--- src/rtl/seq_detector_param.sv ---
// Parametrised serial pattern detector: runtime-loadable pattern, overlapping or
// non-overlapping detection, Mealy and Moore match flags, saturating match counter.
module seq_detector_param #(
    parameter int             N       = 4,
    parameter logic [N-1:0]   PATTERN = 4'b1001,
    parameter int             CNT_W   = 8
) (
    input  logic             clk,
    input  logic             reset,
    input  logic             x,
    input  logic             en,
    input  logic             overlap,
    input  logic             load,
    input  logic [N-1:0]     pat_in,
    output logic             mealy_out,
    output logic             moore_out,
    output logic [CNT_W-1:0] match_count
);

    localparam int               FW       = $clog2(N);
    localparam logic [FW-1:0]    FILL_MAX = FW'(N - 1);
    localparam logic [CNT_W-1:0] CNT_MAX  = {CNT_W{1'b1}};

    logic [N-1:0]     pat_r;
    logic [N-1:0]     pat_n_s;
    logic [N-2:0]     hist_r;
    logic [N-2:0]     hist_n_s;
    logic [FW-1:0]    fill_r;
    logic [FW-1:0]    fill_n_s;
    logic             moore_r;
    logic             moore_n_s;
    logic [CNT_W-1:0] cnt_r;
    logic [CNT_W-1:0] cnt_n_s;
    logic [N-1:0]     window_s;
    logic             match_s;

    // The window is the last N-1 accepted bits followed by the bit on the wire now.
    assign window_s = {hist_r, x};
    assign match_s  = en & ~load & ~reset & (fill_r == FILL_MAX) & (window_s == pat_r);

    assign mealy_out   = match_s;
    assign moore_out   = moore_r;
    assign match_count = cnt_r;

    // Next-state logic for pattern, history, fill level, Moore flag and counter.
    always_comb begin
        pat_n_s   = pat_r;
        hist_n_s  = hist_r;
        fill_n_s  = fill_r;
        moore_n_s = match_s;
        cnt_n_s   = cnt_r;

        if (load) begin
            pat_n_s  = pat_in;
            hist_n_s = {(N-1){1'b0}};
            fill_n_s = {FW{1'b0}};
        end else if (en) begin
            hist_n_s = window_s[N-2:0];
            // A non-overlapping match forces the next one to start from fresh bits.
            if (match_s && !overlap) begin
                fill_n_s = {FW{1'b0}};
            end else if (fill_r != FILL_MAX) begin
                fill_n_s = fill_r + FW'(1);
            end else begin
                fill_n_s = fill_r;
            end
        end else begin
            hist_n_s = hist_r;
            fill_n_s = fill_r;
        end

        if (match_s && (cnt_r != CNT_MAX)) begin
            cnt_n_s = cnt_r + CNT_W'(1);
        end else begin
            cnt_n_s = cnt_r;
        end
    end

    // State registers with synchronous reset; load clears the Moore flag.
    always_ff @(posedge clk) begin
        if (reset) begin
            pat_r   <= PATTERN;
            hist_r  <= {(N-1){1'b0}};
            fill_r  <= {FW{1'b0}};
            moore_r <= 1'b0;
            cnt_r   <= {CNT_W{1'b0}};
        end else if (load) begin
            pat_r   <= pat_n_s;
            hist_r  <= hist_n_s;
            fill_r  <= fill_n_s;
            moore_r <= 1'b0;
            cnt_r   <= cnt_r;
        end else begin
            pat_r   <= pat_n_s;
            hist_r  <= hist_n_s;
            fill_r  <= fill_n_s;
            moore_r <= moore_n_s;
            cnt_r   <= cnt_n_s;
        end
    end

endmodule

--- config.mk ---
export PLATFORM = sky130hd
export DESIGN_NAME = seq_detector_param
export DESIGN_NICKNAME = d
export VERILOG_FILES = /design/src/rtl/seq_detector_param.sv
export SDC_FILE = /design/constraint.sdc
export NUM_CORES = 1
export LEC_CHECK = 0
export BUFFER_PORTS_ARGS = -buffer_cell sky130_fd_sc_hd__buf_4
export CAP_MARGIN = 15
export CORE_UTILIZATION = 35
export CTS_CLUSTER_DIAMETER = 50
export DETAILED_ROUTE_END_ITERATION = 16
export SLEW_MARGIN = 0
export SYNTH_ARGS = -nofsm -noshare
export SYNTH_HDL_FRONTEND = slang
export SYNTH_SLANG_ARGS = --single-unit
--- constraint.sdc ---
create_clock -name clk -period 1.87 [get_ports clk]
set_input_delay 0 -clock clk [delete_from_list [all_inputs] [get_ports clk]]
set_output_delay 0 -clock clk [all_outputs]
set_load 0.03 [all_outputs]
After elaboration in Yosys (flattened, before gate mapping). Cells that the tools add are included.

Memories: 0. Bits in read-only memories: 0. Input port bits: 10. Word-level logic and storage cells: 26. Bits in latches: 0. RAM bits: 0. Register bits after elaboration: 18.

Shift-type cells: 0. Divide/modulo/power cells: 0. Reductions and logical operators: 7. Bitwise gates (word level): 6. Multiply operators: 0. Order comparisons: 0. Add/subtract/negate cells: 2. Multiplexer cells: 2. Eq/ne operators: 4.

Operators by type and width (number): adder 8 x 1 -> 8 bit (second input constant) (1); inequality test 8 bit (second input constant) (1); AND 1 bit (4); == test 4 bit (1); two-way mux 2 bit (2); AND reduction 2 bit (2); adder 2 x 1 -> 2 bit (second input constant) (1); == test 2 bit (second input constant) (1); logical AND 1 bit (2); inequality test 2 bit (second input constant) (1); inverter 1 bit (2); nonzero test 2 bit (1); OR reduction 2 bit (1); zero test 1 bit (1).

Depth between registers and ports, before layout. Gate-level depths: netlist of run 1.

Depth after elaboration: 8. Depth in mapped cells: 8. Mapped depth without buffers: 6.

Worst setup path before layout of run 1. Ideal clock, no wire load.

Kind: reg-to-reg. Start: reg hist_r[0]. End: reg cnt_r[2], in the netlist match_count[2]. Slack: 0.145 ns. Data arrival time: 1.656 ns. Library setup time: 0.070 ns. Cell stages (with the launch flop): 7. Cell sequence: dfxtp_1 -> and2b_1 -> a2111oi_4 -> nand4_2 -> buf_6 -> or3_1 -> a21oi_1.

Cells in the longest elaborated chain, start to end: 4.

Ends and longest elaborated chain: start, declared (RTL line 26) `logic [N-2:0] hist_r;`; start signal, assigned (RTL line 83) `hist_r <= {(N-1){1'b0}};`; start signal, assigned (RTL line 89) `hist_r <= hist_n_s;`; start signal, assigned (RTL line 95) `hist_r <= hist_n_s;`; == test 4 bit (RTL line 39) `assign match_s = en & ~load & ~reset & (fill_r == FILL_MAX) & (window_s == pat_r);`; AND 1 bit (RTL line 39); logical AND 1 bit (RTL line 72) `if (match_s && (cnt_r != CNT_MAX)) begin`; AND reduction 2 bit (no source line); end signal, assigned (RTL line 86) `cnt_r <= {CNT_W{1'b0}};`; end signal, assigned (RTL line 92) `cnt_r <= cnt_r;`; end signal, assigned (RTL line 98) `cnt_r <= cnt_n_s;`; end, declared (RTL line 32) `logic [CNT_W-1:0] cnt_r;`.

Every way passes these cells. A chain may end at the register's enable or synchronous reset.

Final worst setup path of run 1.
Start: reg hist_r[0]. End: reg cnt_r[7], in the netlist match_count[7].

Same word-level chain as after synthesis.

==> summary.md, run 1 <==
| Metric | Value |
|---|---|
| Post-Syn Instances | between 90 and 100 |
| RD Place Congestion | between 0.7 and 0.8 |
| Hold EP | hist_r[1]$_SDFFE_PP0P_ |
| Worst R2R End | match_count[7]$_SDFFE_PP0P_ |
| XOR/XNOR Fraction of Synth Area | 1.89% |
| Hold Path Depth | 3 |
| Final Setup Violations | 0 |
| Crit path time final | between 1.5 and 2 ns |
| Dpl ws | -0.0128 ns |
| Power Internal | about 510 uW |
| Vias | between 800 and 900 |
| Slew margin rel. | about three quarters |
| Worst EP arrival | just over 2 ns |
| Fin worst setup slack | 0.0649 ns |
| Lkg Pwr | between 0.0005 and 0.0006 uW |
| Remaining antenna violation count after routing | 0 |
| Max-slew violations | 0 |
| Post-synth top flop | dfxtp_1 |
| Crit path required time | approximately 2.1 ns |
| CTS tree | done |
| Clock slew seen by the registers of the worst setup and hold paths | 0.10 ns |
| Clock skew | 0.00183 ns |
| Adder-cell share of the synthesized area | about 2.7% |
| Vias in the first global route | 777 |
| HPWL Detailed | roughly 1400 um |
| Total GRT Usage | between 15 and 20% |
| DRC violations left | 0 |
| Nets@finish | 146 |
| Register share of total power | roughly three fifths |
| Net Sw Power | between 150 and 200 uW |
| Inserted Diodes | 0 |
| Worst Hold Class | in -> reg |
| # rows | 18 |
| Multiplexer share of the synthesized area | under 10% |
| Logic gate share of total power | around an eighth |
| Crit Path Category | reg -> reg |
| F_max | roughly 0.55 GHz |
| Most frequent cells in the layout | buf_4 (27), dfxtp_1 (15), nor2_1 (11), inv_1 (6), mux2i_1 (6) |
| Clock share of power | 28.0% |
| Synthesis Warnings | 0 |
| Synth Area in Compound Gates | 13.8% |
| Global route hottest layer | met2 |
| First-pass GRT wire length | between 3000 and 4000 um |
| Main combinational cell family by area after synthesis | simple AND/OR/NAND/NOR gates |
| Worst skew pair latency | between 0.2 and 0.3 ns |
| # H-tree levels | 1 |
| Initial drt markers | 12 |
| PwrDens | 530 mW/mm^2 |
| Distinct cell type count after synthesis | 28 |
| Worst-Margin Slew | about 0.4 ns |
| M2 GR Usage | 28.5% |
| Die X | roughly 53 um |
| CTS Buffer Depth | 2 |
| Layout cell share with drive strength beyond 1 | a little over a third |
| Net Sw Frac | a little under a quarter |
| Seq/Total Area, Yosys | between 30% and 40% |
| Reg2Reg Setup Slack | approximately 0.065 ns |
| Root buf cell | clkbuf_4 |
| Routed wire per std cell | around 12 um |
| Final period utilization | slightly below 100% |
| I/O pins | 20 |
| R2R Path Start | hist_r[0]$_SDFFE_PP0P_ |
| Initial antenna violation count | 0 |
| Final Hold Vio Count | 0 |
| Total iterations of the first detailed-routing run | 4 |
| GRT overflow | 0 |
| Slowest stage delay, CP | roughly 0.49 ns |
| IO Port Bufs | 19 |
| Die height | 53.4 um |
| Crit. End Element | flip-flop |
| Fillers | between 200 and 250 |
| Crit path max-delay cell type | or4_1 |
| Hold path startpoint | en |
| Vias per cell | about 5 |
| Status | complete, no violations |
| Final WL | 1980 um |
| MaxCap Viol Count | 0 |
| Area Growth Syn to Fin | 35.0% |
| Most common cell after layout, fill and taps aside | buf_4 |
| Synthesized area | 926 sq um |
| FF-to-FF path depth | 6 |
| Maximum VDD drop | approximately 0.33 mV |
| Worst Path Max Fanout | 6 |
| Critical path, cell by cell | and2b_1 > a2111oi_4 > buf_4 > nand4_4 > or4_1 > nand2_1 |
| Total CTS buffers | 3 |
| Grt met1 use | a little under a fifth |
| Fin util | approximately half |
| Largest net degree at the start of global routing | 15 |
| CP Launch Type | flip-flop |
| Syn_nets | around 110 |
| Initial Utilization | about 37% |
| Die area | 0.00286 sq mm |
| CTS Sinks | 18 |
| Hold WS | between 0.007 and 0.008 ns |
| Unrepaired setup endpoints after global routing | false |
| Post-synth EDFFs | 0 |
| Ys async rst share | 0% |
| GR met3 Demand/Resource | roughly 2.6% |
| Post-Syn Area per Cell | between 9 and 10 sq um |
| Yosys reg bits | 18 |
| Core region area | roughly 0.0025 sq mm |
| Post-synthesis simple-gate area fraction | 28.4% |
-- timing repair --
item                                   in CTS  in global routing
gates cloned                                0                  1
pin swaps                                   0                  7
endpoints found under the hold margin       5                  0
buffers inserted                            0                  4
resized for setup                           1                  8
setup endpoints to repair                   4                  8
hold buffers                                5                  0
-- logic make-up after synthesis --
| family | Yosys count |
|---|---|
| simple gates | 43 |
| flops | 18 |
| compound gates | 17 |
| buf+inv | 11 |
| mux | 6 |
| xor+xnor | 2 |
| fa+ha+maj | 2 |
-- area by class of cell --
class                      instances  area, sq um  share of cell area (%)
sequential                        18          364                    29.1
inverter                           6         22.5                    1.80
tap                               30         37.5                    3.00
multi-input combinational         71          528                    42.2
clock buffer                       3         22.5                    1.80
timing repair buffer              34          275                    22.0
-- layer usage --
layer  wire [um]  part of all wire, %
met1         931                   47
met4           0                    0
met5           0                    0
met3          68                  3.4
met2         980                   50
-- cell usage after synthesis, types with 2 or more instances --
master    instances  area share (%)
dfxtp_1          18              39
nor2_1           12             4.9
inv_1             6             2.4
mux2i_1           6             6.5
nand2_1           6             2.4
and2b_2           5             4.7
o21ai_0           5             2.7
a21oi_1           4             2.2
buf_6             4             4.9
nand4_1           4             2.7
o211ai_1          4             3.2
or3_1             4             2.7
or4_1             3             2.4
ha_1              2             2.7
nand3_1           2             1.1
xor2_1            2             1.9
-- through the flow --
step                instance area [sq um]  instances  total power (uW)  setup TNS, ns
floorplan                             926         99               450              0
global placement                     1100        149               470              0
CTS                                  1180        157               669              0
finish                               1250        162               663              0
global route                         1250        162               702              0
detailed placement                   1100        149               472        -0.0181
-- flip-flops by register name (all words and copies together) (netlist names) --
signal	count
match_count	8
pat_r	4
hist_r	3
fill_r	2
moore_out	1
-- critical path: cells and delay by family (launching register included) --
family          cells  cell delay, ns
buf+inv             1            0.20
flops               1            0.34
simple gates        4            0.89
compound gates      1            0.33
-- power by group through the flow --
stage	Clock, uW	Combinational [uW]	Sequential (uW)
CTS	196	77.0	396
detailed placement	0	67.7	405
floorplan	0	47.1	403
finish	186	80.9	396
global route	214	89.7	398
global placement	0	66.0	404
-- worst max path at each step --
stage,from,endpoint,slack [ns],depth (start not counted)
floorplan,hist_r[0]$_SDFFE_PP0P_,match_count[2]$_SDFFE_PP0P_,0.14,6
global placement,fill_r[0]$_SDFFE_PP0P_,match_count[5]$_SDFFE_PP0P_,0.03,6
detailed placement,fill_r[0]$_SDFFE_PP0P_,match_count[7]$_SDFFE_PP0P_,-0.01,6
CTS,fill_r[0]$_SDFFE_PP0P_,match_count[7]$_SDFFE_PP0P_,0.006,6
global route,hist_r[0]$_SDFFE_PP0P_,match_count[7]$_SDFFE_PP0P_,0.02,6
finish,hist_r[0]$_SDFFE_PP0P_,match_count[7]$_SDFFE_PP0P_,0.06,6
Power figures use the tool's default switching activity.
==> run 2: changes to the inputs <==
- ABC_AREA: default -> 1
- CAP_MARGIN: 15 -> default
==> run 2 against run 1 <==
The run now ends with hold timing left; power up 2.3%; area after synthesis up 5.1%; combinational power grew 15%; design area is 1.0% higher; critical endpoint is now pat_r[0]$_SDFFE_PP1P_; core utilization fell by 0.85 points; sequential cell count stayed put; routed wire length rose by 5.7%; final cell count increased by 20%; register-to-register slack gained 0.33 ns; maximum frequency shrank 1.9%; global-route usage fell by 0.78 points.
==> summary.md, run 2 <==
| Metric | Value |
|---|---|
| Status | finished, violations left |
| Failing checks | hold timing |
| Setup_tns | 0 ns (unchanged) |
| Crit path time final | 1.84 ns (+0.0347 ns) |
| Core region area | 0.00254 sq mm (+2.7%) |
| MaxCap Viol Count | 0 (unchanged) |
| Total iterations of the first detailed-routing run | 4 (unchanged) |
| IO Port Bufs | 19 (unchanged) |
| Inserted Diodes | 0 (unchanged) |
| Post-CTS setup buffers | 0 (unchanged) |
| Crit Path Category | in -> reg |
| Vias per cell | 4.82 (-4.7%) |
| GRT overflow | 0 (unchanged) |
| Layout cell share with drive strength beyond 1 | 20.1% (-15 points) |
| CP Launch Type | input pin |
| Flip-flop count of the largest register after layout | 8 (unchanged) |
| Area of the multi-input gates | 534 sq um (+1.2%) |
| Most common cell in the netlist | nand2_1 |
| Metal3 WL | 68 um (unchanged) |
| Die area | 0.00300 sq mm (+4.9%) |
| Final instance area | 0.00126 sq mm (+1.0%) |
| I/O pins | 20 (unchanged) |
| HPWL Detailed | 1560 um (+11%) |
| Syn_nets | 147 (+32%) |
| Worst EP arrival | 2.01 ns (-0.03 ns) |
| Maximum VDD drop | 0.332 mV (+0.98%) |
| Fillers | 279 (+17%) |
| # rows | 18 (unchanged) |
| Yosys reg bits | 18 (unchanged) |
| Nets@finish | 178 (+22%) |
| Wl on met1 | 968 um (+4.0%) |
| DR top layer | met4 |
| CTS Buffer Depth | 2 (unchanged) |
| Lkg Pwr | 0.000544 uW (+0.57%) |
| Synthesized area | 973 sq um (+5.1%) |
| Root buf cell | clkbuf_4 |
| # H-tree levels | 1 (unchanged) |
| Clock skew | 0.00718 ns (+0.00535 ns) |
| Share of the synthesized area in the top cell type | 37.0% (-1.9 points) |
| Unrepaired setup endpoints after global routing | false |
| Cell taking the most area after synthesis | dfxtp_1 |
| Final period utilization | 98.4% (+1.9 points) |
| Fin util | 49.6% (-0.85 points) |
| Crit path required time | 2.04 ns (-0.06 ns) |
| Area contributors post-synth | dfxtp_1 (37%), nand2_1 (12%), a21oi_1 (8.7%) |
| Worst Path Max Fanout | 12 (+6) |
| Worst Hold Class | in -> reg |
| Clock slew seen by the registers of the worst setup and hold paths | 0.10 ns (about the same) |
| Worst-Margin Slew | 0.282 ns (-0.107 ns) |
| Post-Syn Instances | 135 (+36%) |
| DRC violations left | 0 (unchanged) |
| Most common cell after layout, fill and taps aside | nand2_1 |
| Post-synth EDFFs | 0 (unchanged) |
| CTS tree | done |
| Initial Utilization | 38.2% (+0.88 points) |
| Slew margin rel. | 81.2% (+7.2 points) |
| Met2 wire length | 1040 um (+6.1%) |
| Routed wire per std cell | 10.8 um (-12%) |
| Final Hold Vio Count | 1 (+1) |
| Initial antenna violation count | 0 (unchanged) |
| Register area | 360 sq um (-1.0%) |
| Vias in the first global route | 795 (+2.3%) |
| Final WL | 2090 um (+5.7%) |
| Worst skew pair latency | 0.28 ns (about the same) |
| First-pass GRT wire length | 3280 um (+0.21%) |
| PwrDens | 537 mW/mm^2 (+1.3%) |
| Final Setup Violations | 0 (unchanged) |
| Vias | 935 (+14%) |
| Seq/Total Area, Yosys | 37.0% (-1.9 points) |
| Remaining antenna violation count after routing | 0 (unchanged) |
| Hold WS | -0.00506 ns (-0.0126 ns) |
| Post-place instance area | 0.00115 sq mm (+4.1%) |
| CTS Sinks | 18 (unchanged) |
| RD Place Congestion | 0.791 (+7.0%) |
| Die height | 54.7 um (+2.4%) |
| Area Growth Syn to Fin | 29.7% |
| Total GRT Usage | 15.1% (-0.78 points) |
| Crit. End Element | flip-flop |
| Total CTS buffers | 3 (unchanged) |
| Post-synth top flop | dfxtp_1 |
| F_max | 0.544 GHz (-1.9%) |
| Post-Syn Area per Cell | 7.21 sq um (-23%) |
| Max-slew violations | 0 (unchanged) |
| List of most frequent post-synthesis cells | nand2_1 (30), dfxtp_1 (18), inv_1 (18) |
| Distinct cell type count after synthesis | 16 (-43%) |
| Most frequent cells in the layout | nand2_1 (30), buf_4 (19), inv_1 (18), dfxtp_1 (18), a21oi_1 (16) |
| Initial drt markers | 28 (+16) |
| Largest net degree at the start of global routing | 13 (-2) |
| Die X | 54.7 um (+2.4%) |
| Ys async rst share | 0% (unchanged) |
| Synthesis Warnings | 0 (unchanged) |
## run 2: stage by stage
step	std cells	power, uW	hold slack (ns)	setup WS, ns
floorplan	135	456	0.100	0.257
global placement	182	482	0.212	0.449
detailed placement	182	484	0.232	0.412
CTS	194	682	0.00208	0.0689
global route	194	708	0.0348	0.00104
finish	194	678	-0.00506	0.0302
## run 2: final timing paths
check                           cells past startpoint  slack, ns                          end                   startpoint
worst max-delay path                                6       0.03        pat_r[0]$_SDFFE_PP1P_                        reset
worst min-delay path                                3     -0.005        pat_r[1]$_SDFFE_PP0P_                    pat_in[1]
worst max register to register                      9       0.39  match_count[6]$_SDFFE_PP0P_  match_count[0]$_SDFFE_PP0P_
worst min register to register                      2       0.49        pat_r[1]$_SDFFE_PP0P_        pat_r[1]$_SDFFE_PP0P_
## run 2: area by class of cell
class,instances,area share (%)
Tap cell,30,2.97
Sequential cell,18,28.5
Inverter,20,5.95
Clock buffer,3,1.78
Timing Repair Buffer,28,18.4
Multi-Input combinational cell,95,42.3
## run 2: cell families (layout without fill, tap and decap cells)
family	after synthesis	after routing	share of synthesized area [%]
AOI/OAI and AO/OA	25	25	12.9
xor gates and xnor gates	4	4	3.60
adders and majority gates	2	2	2.57
buffers and inverters	22	51	8.48
DFF	18	18	37.0
and+or+nand+nor	64	64	35.5
## run 2: report_power, final
part / switching, uW / leakage [uW] / internal [uW]
combinational: 48.9 / 0.000383 / 44.1
clock: 111 / 0.0000138 / 74.7
sequential: 6.39 / 0.000147 / 394
## run 2: what timing repair did
item                                   CTS  global route
endpoints found under the hold margin   14             0
setup endpoints to repair                0             1
gates resized for setup                  0             1
hold buffers                             9             0
## run 2: per-layer routing
| layer | GRT usage, % | vias up |
|---|---|---|
| li1 | - | 505 |
| met2 | 24.3 | 16 |
| met4 | 6.41 | 0 |
| met3 | 2.50 | 2 |
| met1 | 19.6 | 412 |
| met5 | 0 | - |
## run 2: worst max-delay path: stages
cell	delay [ns]
dlygate4sd3_1	0.54
buf_4	0.19
a21oi_2	0.10
dlygate4sd3_1	0.55
o21ai_0	0.07
dlygate4sd3_1	0.55
